[src/rtl/core_sequencer.sv]
// core_sequencer: multi-cycle control FSM for an RV32I core.
// Walks each instruction through FETCH -> DECODE -> EXEC -> MEM -> WB.
// It owns the PC, the instruction register and the retire counter.
// It traps on illegal or system opcodes, misaligned next-PC values and
// memory handshakes that never complete.
module core_sequencer #(
  parameter logic [31:0] RESET_PC      = 32'h0000_0000,
  parameter int          DECODE_CYCLES = 1,
  parameter int          MEM_TIMEOUT   = 255
) (
  input  logic        iClk,
  input  logic        iRst,
  output logic        oImemReq,
  output logic [31:0] oImemAddr,
  input  logic        iImemAck,
  input  logic [31:0] iImemData,
  output logic [31:0] oInst,
  output logic        oDecEn,
  input  logic [6:0]  iOpcode,
  output logic        oAluEn,
  input  logic        iBranchTaken,
  input  logic [31:0] iBranchTarget,
  output logic        oDmemReq,
  output logic        oDmemWe,
  input  logic        iDmemAck,
  output logic        oRdWe,
  input  logic        iHalt,
  output logic [2:0]  oState,
  output logic        oTrap,
  output logic [2:0]  oTrapCause,
  output logic [31:0] oRetired
);

  typedef enum logic [2:0] {
    S_RESET  = 3'd0,
    S_FETCH  = 3'd1,
    S_DECODE = 3'd2,
    S_EXEC   = 3'd3,
    S_MEM    = 3'd4,
    S_WB     = 3'd5,
    S_HALT   = 3'd6,
    S_TRAP   = 3'd7
  } state_t;

  localparam logic [6:0] OP_LOAD   = 7'b0000011;
  localparam logic [6:0] OP_STORE  = 7'b0100011;
  localparam logic [6:0] OP_BRANCH = 7'b1100011;
  localparam logic [6:0] OP_JAL    = 7'b1101111;
  localparam logic [6:0] OP_JALR   = 7'b1100111;
  localparam logic [6:0] OP_FENCE  = 7'b0001111;
  localparam logic [6:0] OP_SYSTEM = 7'b1110011;
  localparam logic [6:0] OP_REG    = 7'b0110011;
  localparam logic [6:0] OP_IMM    = 7'b0010011;
  localparam logic [6:0] OP_LUI    = 7'b0110111;
  localparam logic [6:0] OP_AUIPC  = 7'b0010111;

  localparam int WAIT_W = $clog2(MEM_TIMEOUT + 1);
  localparam int DEC_W  = $clog2(DECODE_CYCLES + 1);
  localparam logic [WAIT_W-1:0] WAIT_LAST = WAIT_W'(MEM_TIMEOUT - 1);
  localparam logic [DEC_W-1:0]  DEC_LAST  = DEC_W'(DECODE_CYCLES - 1);

  localparam logic [2:0] CAUSE_TIMEOUT   = 3'd1;
  localparam logic [2:0] CAUSE_ILLEGAL   = 3'd2;
  localparam logic [2:0] CAUSE_MISALIGN  = 3'd3;
  localparam logic [2:0] CAUSE_ECALL     = 3'd4;

  state_t              state, state_next;
  logic [31:0]         pc, inst, target, retired;
  logic [31:0]         pc_plus4, pc_cand;
  logic [6:0]          op;
  logic [WAIT_W-1:0]   wait_cnt;
  logic [DEC_W-1:0]    dec_cnt;
  logic                trap, finish, retire, pc_load, trap_set;
  logic [2:0]          cause, trap_code;

  assign pc_plus4 = pc + 32'd4;

  // State register; reset drops every state-decoded strobe immediately.
  always_ff @(posedge iClk or posedge iRst) begin
    if (iRst) state <= S_RESET;
    else      state <= state_next;
  end

  // Next-state, strobes and the PC/retire/trap decisions for this cycle.
  always_comb begin
    state_next = state;
    oImemReq   = 1'b0;
    oDecEn     = 1'b0;
    oAluEn     = 1'b0;
    oDmemReq   = 1'b0;
    oDmemWe    = 1'b0;
    oRdWe      = 1'b0;
    finish     = 1'b0;
    pc_cand    = pc_plus4;
    retire     = 1'b0;
    pc_load    = 1'b0;
    trap_set   = 1'b0;
    trap_code  = 3'd0;
    case (state)
      S_RESET: state_next = S_FETCH;
      S_FETCH: begin
        oImemReq = 1'b1;
        if (iImemAck) begin
          state_next = S_DECODE;
        end else if (wait_cnt == WAIT_LAST) begin
          trap_set   = 1'b1;
          trap_code  = CAUSE_TIMEOUT;
          state_next = S_TRAP;
        end
      end
      S_DECODE: begin
        oDecEn = (dec_cnt == '0);
        if (dec_cnt == DEC_LAST) begin
          if (iOpcode inside {OP_REG, OP_IMM, OP_LOAD, OP_STORE, OP_BRANCH,
                              OP_JAL, OP_JALR, OP_LUI, OP_AUIPC, OP_FENCE}) begin
            state_next = S_EXEC;
          end else begin
            trap_set   = 1'b1;
            trap_code  = (iOpcode == OP_SYSTEM) ? CAUSE_ECALL : CAUSE_ILLEGAL;
            state_next = S_TRAP;
          end
        end
      end
      S_EXEC: begin
        oAluEn = 1'b1;
        if (op == OP_LOAD || op == OP_STORE) begin
          state_next = S_MEM;
        end else if (op == OP_BRANCH) begin
          pc_cand = iBranchTaken ? iBranchTarget : pc_plus4;
          finish  = 1'b1;
        end else if (op == OP_FENCE) begin
          finish = 1'b1;
        end else begin
          state_next = S_WB;
        end
      end
      S_MEM: begin
        oDmemReq = 1'b1;
        oDmemWe  = (op == OP_STORE);
        if (iDmemAck) begin
          if (op == OP_STORE) finish = 1'b1;
          else                state_next = S_WB;
        end else if (wait_cnt == WAIT_LAST) begin
          trap_set   = 1'b1;
          trap_code  = CAUSE_TIMEOUT;
          state_next = S_TRAP;
        end
      end
      S_WB: begin
        oRdWe   = 1'b1;
        pc_cand = (op == OP_JAL || op == OP_JALR) ? target : pc_plus4;
        finish  = 1'b1;
      end
      S_HALT: if (!iHalt) state_next = S_FETCH;
      S_TRAP: state_next = S_TRAP;
      default: state_next = S_RESET;
    endcase
    // A misaligned next PC aborts the instruction before it retires.
    if (finish) begin
      if (pc_cand[1:0] != 2'b00) begin
        trap_set   = 1'b1;
        trap_code  = CAUSE_MISALIGN;
        state_next = S_TRAP;
      end else begin
        pc_load    = 1'b1;
        retire     = 1'b1;
        state_next = iHalt ? S_HALT : S_FETCH;
      end
    end
  end

  // Handshake wait counter and decode dwell counter.
  always_ff @(posedge iClk or posedge iRst) begin
    if (iRst) begin
      wait_cnt <= '0;
      dec_cnt  <= '0;
    end else begin
      wait_cnt <= ((state == S_FETCH && !iImemAck) || (state == S_MEM && !iDmemAck))
                  ? wait_cnt + 1'b1 : '0;
      dec_cnt  <= (state == S_DECODE && state_next == S_DECODE) ? dec_cnt + 1'b1 : '0;
    end
  end

  // Instruction register, latched opcode and jump target.
  always_ff @(posedge iClk or posedge iRst) begin
    if (iRst) begin
      inst   <= 32'h0000_0013;
      op     <= 7'd0;
      target <= 32'd0;
    end else begin
      if (state == S_FETCH && iImemAck) inst <= iImemData;
      if (state == S_DECODE && state_next == S_EXEC) op <= iOpcode;
      if (state == S_EXEC) target <= iBranchTarget;
    end
  end

  // Architectural PC, retire count and sticky trap status.
  always_ff @(posedge iClk or posedge iRst) begin
    if (iRst) begin
      pc      <= RESET_PC;
      retired <= 32'd0;
      trap    <= 1'b0;
      cause   <= 3'd0;
    end else begin
      if (pc_load) pc <= pc_cand;
      if (retire)  retired <= retired + 32'd1;
      if (trap_set) begin
        trap  <= 1'b1;
        cause <= trap_code;
      end
    end
  end

  assign oImemAddr  = pc;
  assign oInst      = inst;
  assign oState     = state;
  assign oTrap      = trap;
  assign oTrapCause = cause;
  assign oRetired   = retired;

endmodule

[config.mk]
export PLATFORM = sky130hd
export DESIGN_NAME = core_sequencer
export DESIGN_NICKNAME = d
export VERILOG_FILES = /design/src/rtl/core_sequencer.sv
export SDC_FILE = /design/constraint.sdc
export NUM_CORES = 1
export LEC_CHECK = 0
export ABC_AREA = 0
export CORE_MARGIN = 1
export CORE_UTILIZATION = 54
export DETAILED_ROUTE_END_ITERATION = 12
export HOLD_SLACK_MARGIN = 0.08
export MAX_ROUTING_LAYER = met4
export PLACE_DENSITY = 0.95
export SLEW_MARGIN = 40
export SYNTH_ARGS = -nofsm -noshare
export SYNTH_HDL_FRONTEND = slang
export SYNTH_SLANG_ARGS = --single-unit
[constraint.sdc]
create_clock -name iClk -period 14.35 [get_ports iClk]
set_input_delay 1.435 -clock iClk [delete_from_list [all_inputs] [get_ports iClk]]
set_output_delay 1.435 -clock iClk [all_outputs]
set_load 0.1 [all_outputs]
==> impl_metrics.py <==
metrics = {
    "synthesis": {
        "ys_seq_area_frac": 0.498,
        "synthesis.instances": 777,
        "synth.largest_area_cell": "dfrtp_1",
        "ys_top_cells_by_count": "160 x nand2_1, 148 x dfrtp_1, 38 x nand3_1, 38 x nor2_1, 37 x mux2_2",
        "synth_flop_cell": "dfrtp_1",
        "ys_async_sr_fraction": 1.00,
        "syn_avg_cell_area_um2": 9.77,
        "synth_fp_nets": 858,
        "syn-cell-area_um2": 7590,
        "synth_most_common_cell": "nand2_1",
        "synth_edf_count": 0,
        "synth_top_cells_by_area": "dfrtp_1 49%, nand2_1 7.9%, mux2_2 5.5%, xor2_1 2.8%, nand3_1 2.5%",
        "yosysUniqueCellTypes": 74,
        "synth.top_cell.area_share": 0.488,
        "synth.ff_latch_count": 151,
        "ys.warnings.count": 0,
    },
    "critical_path": {
        "critPathLaunchType": "flop",
        "crit_type": "flop to output pin",
        "worst_setup_path_end_kind": "output pin",
        "worstPathRequired_ns": 12.91,
        "reg2reg_from": "oState[0]",
        "path_max_fanout": 15,
        "critPathArrivalTime_ns": 2.12,
        "critPathLaunch": "oState[2]",
    },
    "global_route": {
        "grt_util_met2": 0.466,
        "grt-busiest-layer": "met2",
        "antenna_found_initial": 0,
        "grt_pass1_vias": 6663,
        "use_met3": 0.0750,
        "grt_max_degree": 84,
        "grt-ovfl-total": 0,
        "grt_pass1_wl_um": 33500,
        "grtUsageMet1": 0.392,
        "grtUsageTotal": 0.304,
    },
    "clock_tree": {
        "cts_buffers": 17,
        "cts_buffer_depth": 2,
        "clkTransAtPathRegs_ns": 0.06,
        "clk_latency_ns": 0.42,
        "ctsHoldBuffers": 0,
        "cts.sinks": 151,
        "cts_resized": 0,
        "cts_tree": "built",
        "ctsHtreeMaxLevel": 4,
        "cts_setup_buffers": 0,
        "clockRootBuffer": "clkbuf_16",
    },
    "run_status": {
        "status": "completed",
    },
    "cells_and_area": {
        "num_antenna_cells": 0,
        "final-seq-area_um2": 3780,
        "area_growth_pct": 26.1,
        "fillers": 992,
        "multiInputGateArea_um2": 3510,
        "final_nets": 1027,
        "fin_util": 0.712,
        "drive_gt1_frac": 0.220,
    },
    "floorplanning": {
        "initial_core_util": 0.565,
        "pin_count": 186,
        "row_count": 42,
        "die_y_um": 121,
        "coreArea_um2": 13500,
        "die_area_um2": 14500,
        "fp.dieW_um": 121,
    },
    "drt": {
        "routed_wl_um": 20800,
        "first_pass_iters": 7,
        "post-route-drc-count": 0,
        "num_vias": 6940,
        "avgViaCountPerCell": 6.11,
        "wl_per_cell_um": 18.3,
        "ant_nets": 0,
        "dr.first_iter.drc_count": 830,
    },
    "placement": {
        "io_buffers": 185,
        "hpwl_um": 13800,
        "gp_congestion": 0.893,
    },
    "min_path": {
        "hold_path.class": "flop to flop",
        "hp-start": "oTrap",
    },
    "pwr": {
        "switching_share": 0.514,
        "p_int_mw": 1.05,
        "power_density_nw_per_um2": 226,
        "leakage_nw": 4.43,
        "seqPwrFrac": 0.311,
        "net-switching-power_mw": 1.11,
        "p_comb_frac": 0.474,
        "clockPowerShare": 0.215,
        "ir_worst_vdd_mv": 0.250,
    },
    "timing": {
        "finalMaxSlewViolations": 0,
        "setup_viol": 0,
        "fin_setup_tns_ns": 0,
        "hold_violations": 0,
        "tightest_slew_ns": 0.777,
        "slew-limit-headroom": 0.482,
        "fin_crit_ns": 3.56,
        "finClkSkew_ns": 0.00764,
        "fmax_ghz": 0.281,
        "period_share": 0.248,
        "rsz0062_at_grt": "no",
        "fin_hold_ws_ns": 0.468,
    },
    "flow_run": {
        "cap_violations": 0,
    },
}
-- logic make-up after synthesis --
group | Yosys count | share of synthesized area
DFF | 151 | 0.498
adders and majority gates | 4 | 0.00659
other | 1 | 0.000494
buffers and inverters | 59 | 0.0402
muxes | 37 | 0.0549
and+or+nand+nor | 347 | 0.224
AOI/OAI and AO/OA | 141 | 0.133
xor gates and xnor gates | 37 | 0.0427
-- metal layers --
| metal | up-vias | share of wire | wire (µm) |
|---|---|---|---|
| met5 | - | 0 | 0 |
| met4 | 0 | 0.025 | 520 |
| met3 | 53 | 0.097 | 2010 |
| met2 | 436 | 0.47 | 9870 |
| met1 | 3317 | 0.40 | 8420 |
| li1 | 3134 | - | - |
-- flip-flops by register name, indices dropped and copies added, names as in the netlist --
signal,count
oState,3
oImemAddr,32
dec_cnt,1
oTrapCause,3
oRetired,32
wait_cnt,8
oInst,32
oTrap,1
op,7
target,32
-- per-stage QoR --
step	cells	power (mW)	setup WS (ns)	area (µm²)
after CTS	1135	2.16	10.67	9570
final	1135	2.16	10.79	9580
after global placement	1102	1.74	10.32	9480
after global routing	1135	2.24	10.67	9580
after detailed placement	1103	1.69	10.25	8950
after floorplan	777	1.52	8.86	7590
-- final timing paths --
kind | end | slack (ns) | cells past startpoint
worst max-delay path | oDmemWe | 10.79 | 3
worst min-delay path | oTrap | 0.47 | 1
worst max register to register | oRetired[22] | 10.98 | 9
worst min register to register | oTrap | 0.47 | 1
max in group asynchronous | oInst[4] | 11.74 | 4
min in group asynchronous | oRetired[17] | 1.48 | 2
-- cell type report --
| class | instances | area share |
|---|---|---|
| Sequential cell | 151 | 0.395 |
| Multi-Input combinational cell | 567 | 0.367 |
| Timing Repair Buffer | 192 | 0.143 |
| Inverter | 17 | 0.00745 |
| Clock inverter | 12 | 0.0157 |
| Clock buffer | 20 | 0.0487 |
| Tap cell | 176 | 0.0230 |
-- power groups by stage --
stage	Sequential, mW	Clock (mW)	Combinational [mW]
finish	0.672	0.464	1.02
global route	0.691	0.486	1.07
CTS	0.670	0.469	1.02
detailed placement	0.674	0	1.02
global placement	0.667	0	1.07
floorplan	1.16	0	0.361
-- worst max-delay path, stage by stage, from the launching register on --
cell     delay, ns
dfrtp_1       0.62
nor3b_2       0.36
and4_4        0.29
buf_2         0.43
-- cell usage in the layout, fill, tap and decap left out, types with 4 or more instances in the layout --
| cell type | Yosys | routed |
|---|---|---|
| nor2b_1 | 4 | 4 |
| a31oi_1 | 6 | 6 |
| buf_2 | 16 | 109 |
| and2_1 | 6 | 6 |
| a22o_1 | 13 | 13 |
| xnor2_1 | 13 | 13 |
| o21ai_1 | 8 | 8 |
| xor2_1 | 24 | 24 |
| inv_1 | 15 | 14 |
| dfrtp_1 | 148 | 148 |
| buf_4 | 1 | 6 |
| nor4_1 | 5 | 5 |
| clkbuf_16 | 0 | 17 |
| a221oi_1 | 5 | 5 |
| o2bb2ai_1 | 8 | 8 |
| a22oi_1 | 9 | 9 |
| a32oi_1 | 8 | 8 |
| clkdlybuf4s50_1 | 0 | 76 |
| nor3_1 | 23 | 23 |
| and3_1 | 16 | 15 |
| nand4_1 | 15 | 15 |
| mux2_2 | 37 | 37 |
| o41ai_1 | 6 | 6 |
| nand2_1 | 160 | 160 |
| nand3b_1 | 6 | 6 |
| o21ai_0 | 29 | 29 |
| ha_1 | 4 | 4 |
| a21oi_1 | 14 | 14 |
| nand2b_1 | 4 | 4 |
| o31ai_1 | 4 | 4 |
| nor3_2 | 7 | 7 |
| nand3_1 | 38 | 37 |
| nor2_1 | 38 | 38 |
| clkinv_2 | 0 | 4 |
Power figures use the tool's default switching activity.
==> RTL change 1, RTL diff (same settings) <==
The parameter `MEM_TIMEOUT` goes from 255 to 510.
--- a/src/rtl/core_sequencer.sv
+++ b/src/rtl/core_sequencer.sv
@@ -7,5 +7,5 @@
   parameter logic [31:0] RESET_PC      = 32'h0000_0000,
   parameter int          DECODE_CYCLES = 1,
-  parameter int          MEM_TIMEOUT   = 255
+  parameter int          MEM_TIMEOUT   = 510
 ) (
   input  logic        iClk,
Formal check against the unedited RTL: same outputs for any inputs over 4 cycles, from zero or initial values and one cycle with iRst high; that may be too few to reach the edited logic, so the function may still have changed.
==> RTL change 1 against the original RTL <==
Clock skew rose by 0.0024 ns. Design area rose by 0.84%. Maximum frequency fell by 18%. Die area rose by 1.7%. Clock power rose by 0.9%. Wire length fell by 7.5%. Worst hold slack got worse by 0.010 ns. Total power fell by 0.35%. Area after synthesis rose by 1.7%. Sequential cell count rose by 1. Setup slack got worse by 0.76 ns.
==> RTL change 1: results (changes against the original RTL) <==
Clock Skews 0.0100 ns (was 0.00764 ns); largest net degree at the start of global routing 89 (was 84); Worst Path Arrival 2.88 ns (was 2.12 ns); hold endpoint oRetired[31] (was oTrap); outcome finished, final reports clean (unchanged); gpl congestion 0.868 (was 0.893); RR Endpoint oRetired[1] (was oRetired[22]); Post-Synthesis Cells 773 (was 777); GRT Total Usage 28.1% (was 30.4%); Slowest cell on crit path inv_2 (was dfrtp_1); initial antenna violation count 1 (was 0); syn nets 854 (was 858); Hold Crit Start oRetired[31] (was oTrap); fillcell total 1,013 (was 992); met3 Use GR 7.07% (was 7.50%); dpl hpwl 13.0 mm (was 13.8 mm); LEAKAGE 4.40 nW (was 4.43 nW); Nets 1,018 (was 1,027); share of cells above drive strength 1 24.3% (was 22.0%); relative slew slack 46.1% (was 48.2%); DR iter-0 viols 547 (was 830); GR Util met1 35.8% (was 39.2%); WL final 19.2 mm (was 20.8 mm); top post-synthesis cells by area dfrtp_1 (48%), nand2_1 (6.8%), mux2_2 (5.5%) (was dfrtp_1 (49%), nand2_1 (7.9%), mux2_2 (5.5%)); max incr delay on CP 0.76 ns (was 0.62 ns); DRT Pass-1 Iters 5 (was 7); Synth top cells by count dfrtp_1 (149), nand2_1 (140), mux2_2 (38), nor2_1 (38), o21ai_0 (37) (was nand2_1 (160), dfrtp_1 (148), nand3_1 (38), nor2_1 (38), mux2_2 (37)); R2R depth 7 (was 9); Hold Slack 0.458 ns (was 0.468 ns); delay-heaviest family, CP buffers and inverters (was simple AND/OR/NAND/NOR gates); Vias/cell 5.86 (was 6.11); crit path max fanout 44 (was 15); M2 GR Usage 43.4% (was 46.6%); number of global-route vias before repair 6,289 (was 6,663); maximum VDD drop 158 uV (was 250 uV); r2r setup slk 10.44 ns (was 10.98 ns); PortBufs 185 (unchanged)
[RTL change 1: layout make-up]
class	instances	area share, %
tap	180	2.33
sequential	152	39.4
clock buffer	17	4.41
timing repair buffer	190	14.0
multi-input combinational	549	36.7
antenna	1	0.0259
clock inverter	15	2.01
inverter	27	1.13
[RTL change 1: worst max path at each step]
stage / startpoint / endpoint / slack [ns] / cells after the start
2_1_floorplan: iRst / dec_cnt / 8.83 / 1
3_3_place_gp: oState[1] / oAluEn / 9.87 / 3
3_5_place_dp: iBranchTaken / oRetired[1] / 10.08 / 7
4_1_cts: oState[1] / oAluEn / 10.07 / 3
5_1_grt: oState[1] / oAluEn / 9.88 / 3
6_report: oState[1] / oAluEn / 10.03 / 3
[RTL change 1: metrics by stage]
stage / power, W / setup WS, ns / instance area (sq um)
4_1_cts: 0.00216 / 10.07 / 9650
3_5_place_dp: 0.00169 / 10.08 / 9030
5_1_grt: 0.00224 / 9.88 / 9660
2_1_floorplan: 0.00152 / 8.83 / 7720
6_report: 0.00215 / 10.03 / 9660
3_3_place_gp: 0.00174 / 9.87 / 9570
[RTL change 1: cell families after synthesis]
family          after synthesis  synth area share [%]
mux                          38                  5.54
simple gates                321                  22.5
buf+inv                      72                  4.83
flops                       152                  49.3
xor+xnor                     38                  4.31
other cells                   1                0.0486
compound gates              147                  12.9
fa+ha+maj                     4                 0.648
[RTL change 1: power breakdown]
group | total, W | internal (W) | switching, W
combinational | 0.00102 | 0.000204 | 0.000816
sequential | 0.000665 | 0.000560 | 0.000105
clock | 0.000468 | 0.000278 | 0.000190
[RTL change 1: metal layers]
layer	vias up	share of wire [%]
met2	307	50
met4	0	1.4
met3	28	7.6
met1	3207	41
met5	-	0
li1	3089	-
==> RTL change 2, RTL diff (config.mk and constraints unchanged) <==
Made on the original files. Register the output `oRetired` once more, cleared by the reset; this adds one clock of latency there. The other outputs are not delayed to match.
--- a/src/rtl/core_sequencer.sv
+++ b/src/rtl/core_sequencer.sv
@@ -217,5 +217,11 @@
   assign oTrap      = trap;
   assign oTrapCause = cause;
-  assign oRetired   = retired;
+  always_ff @(posedge iClk or posedge iRst) begin
+    if (iRst) begin
+      oRetired <= '0;
+    end else begin
+      oRetired <= retired;
+    end
+  end
 
 endmodule
Function: changed (a bounded check fails within 10 cycles, from zero or initial values and one cycle with iRst high).
==> RTL change 2 against the original RTL <==
Setup slack lost 0.80 ns. Sequential power grew 13%. Total power grew 3.0%. Die area grew 9.3%. Sequential share of layout area grew 4.8 points. Sequential cell count grew 32. Wire length shrank 2.8%. Cell count grew 1.8%. Register-to-register slack lost 0.60 ns. Design area grew 8.0%. Area after synthesis grew 9.5%. Largest cell class unchanged.
==> RTL change 2: results (changes against the original RTL) <==
routed len/inst 17.5 um (was 18.3 um); dpl cell area 0.00974 sq mm (was 0.00895 sq mm); Routed met3 length 1.45 mm (was 2.01 mm); fillcell total 1,050 (was 992); delay-heaviest family, CP buffers and inverters (was simple AND/OR/NAND/NOR gates); GRT Total Usage 27.2% (was 30.4%); sequential-to-total area share from yosys stat 55.1% (was 49.8%); syn nets 868 (was 858); max incr delay on CP 0.75 ns (was 0.62 ns); Synth top cells by count dfrtp_1 (180), nand2_1 (129), o21ai_0 (44) (was nand2_1 (160), dfrtp_1 (148), nand3_1 (38), nor2_1 (38), mux2_2 (37)); crit path from oState[1] (was oState[2]); initial antenna violation count 1 (was 0); met1 wire length 8.02 mm (was 8.42 mm); top post-synthesis cells by area dfrtp_1 (54%), nand2_1 (5.8%), mux2_2 (5.0%) (was dfrtp_1 (49%), nand2_1 (7.9%), mux2_2 (5.5%)); crit path max fanout 43 (was 15); total vias in the final route 6,936 (was 6,940); met3 Use GR 4.25% (was 7.50%); first-pass GRT wire length 33.1 mm (was 33.5 mm); CP endpoint oAluEn (was oDmemWe); M2 GR Usage 44.6% (was 46.6%); metal2 WL 10.2 mm (was 9.87 mm); r2r setup slk 10.38 ns (was 10.98 ns); DRT Pass-1 Iters 6 (was 7); RR Endpoint retired[11] (was oRetired[22]); relative slew slack 51.2% (was 48.2%); outcome finished, final reports clean (unchanged); Clock Skews 0.0101 ns (was 0.00764 ns); LEAKAGE 4.79 nW (was 4.43 nW); Worst Path Arrival 2.92 ns (was 2.12 ns); largest net degree at the start of global routing 98 (was 84); GR Util met1 33.9% (was 39.2%); Hold Slack 0.386 ns (was 0.468 ns); maximum VDD drop 164 uV (was 250 uV); hold endpoint oRetired[16] (was oTrap); share of cells above drive strength 1 22.5% (was 22.0%)
[RTL change 2: changes by cell type in the layout (fill, tap and decap cells not counted), moves of 4 or more]
cell       change
dfrtp_1       +32
nand2_1       -31
o21ai_0       +15
nor3_1        -11
nor3_2         +8
o2bb2ai_1      -8
o31a_1         +7
nand3_1        -6
a31oi_1        +5
a22o_1         -4
a22oi_1        +4
o41ai_1        -4
[RTL change 2: power by group]
part | switching [W] | internal, W
Sequential | 0.000108 | 0.000650
Combinational | 0.000791 | 0.000204
Clock | 0.000194 | 0.000279
Total | 0.00109 | 0.00113
[RTL change 2: worst register-to-register path, cell delays in order, from the launching register on]
cell      delay, ns
dfrtp_1        0.75
nand3b_4       0.46
inv_2          0.71
a31oi_1        0.20
a311o_1        0.39
a21o_2         0.22
buf_4          0.32
or4_1          0.66
xnor2_1        0.14
[RTL change 2: stage by stage]
stage	instances	total power (W)	worst slack, ns
after global routing	1155	0.00232	9.83
final	1155	0.00223	10.0
after CTS	1154	0.00223	10.03
after global placement	1122	0.00180	9.87
after detailed placement	1122	0.00175	10.25
after floorplan	787	0.00157	7.95
[RTL change 2: kinds of logic after synthesis]
family                     synth area share (%)
AOI/OAI and AO/OA                          13.0
xor gates and xnor gates                   4.00
adders and majority gates                 0.602
buffers and inverters                      3.01
DFF                                        55.1
muxes                                      5.37
other                                    0.0451
and+or+nand+nor                            18.9
[RTL change 2: area by class of cell]
| cell class | count | area, sq um | area share, % |
|---|---|---|---|
| diodes | 1 | 2.50 | 0.0242 |
| multi-input cells | 546 | 3490 | 33.8 |
| clock inverters | 12 | 154 | 1.49 |
| clock buffers | 20 | 447 | 4.32 |
| repair buffers | 192 | 1370 | 13.2 |
| flip-flops and latches | 183 | 4580 | 44.3 |
| inverters | 17 | 71.3 | 0.689 |
| well taps | 184 | 230 | 2.23 |
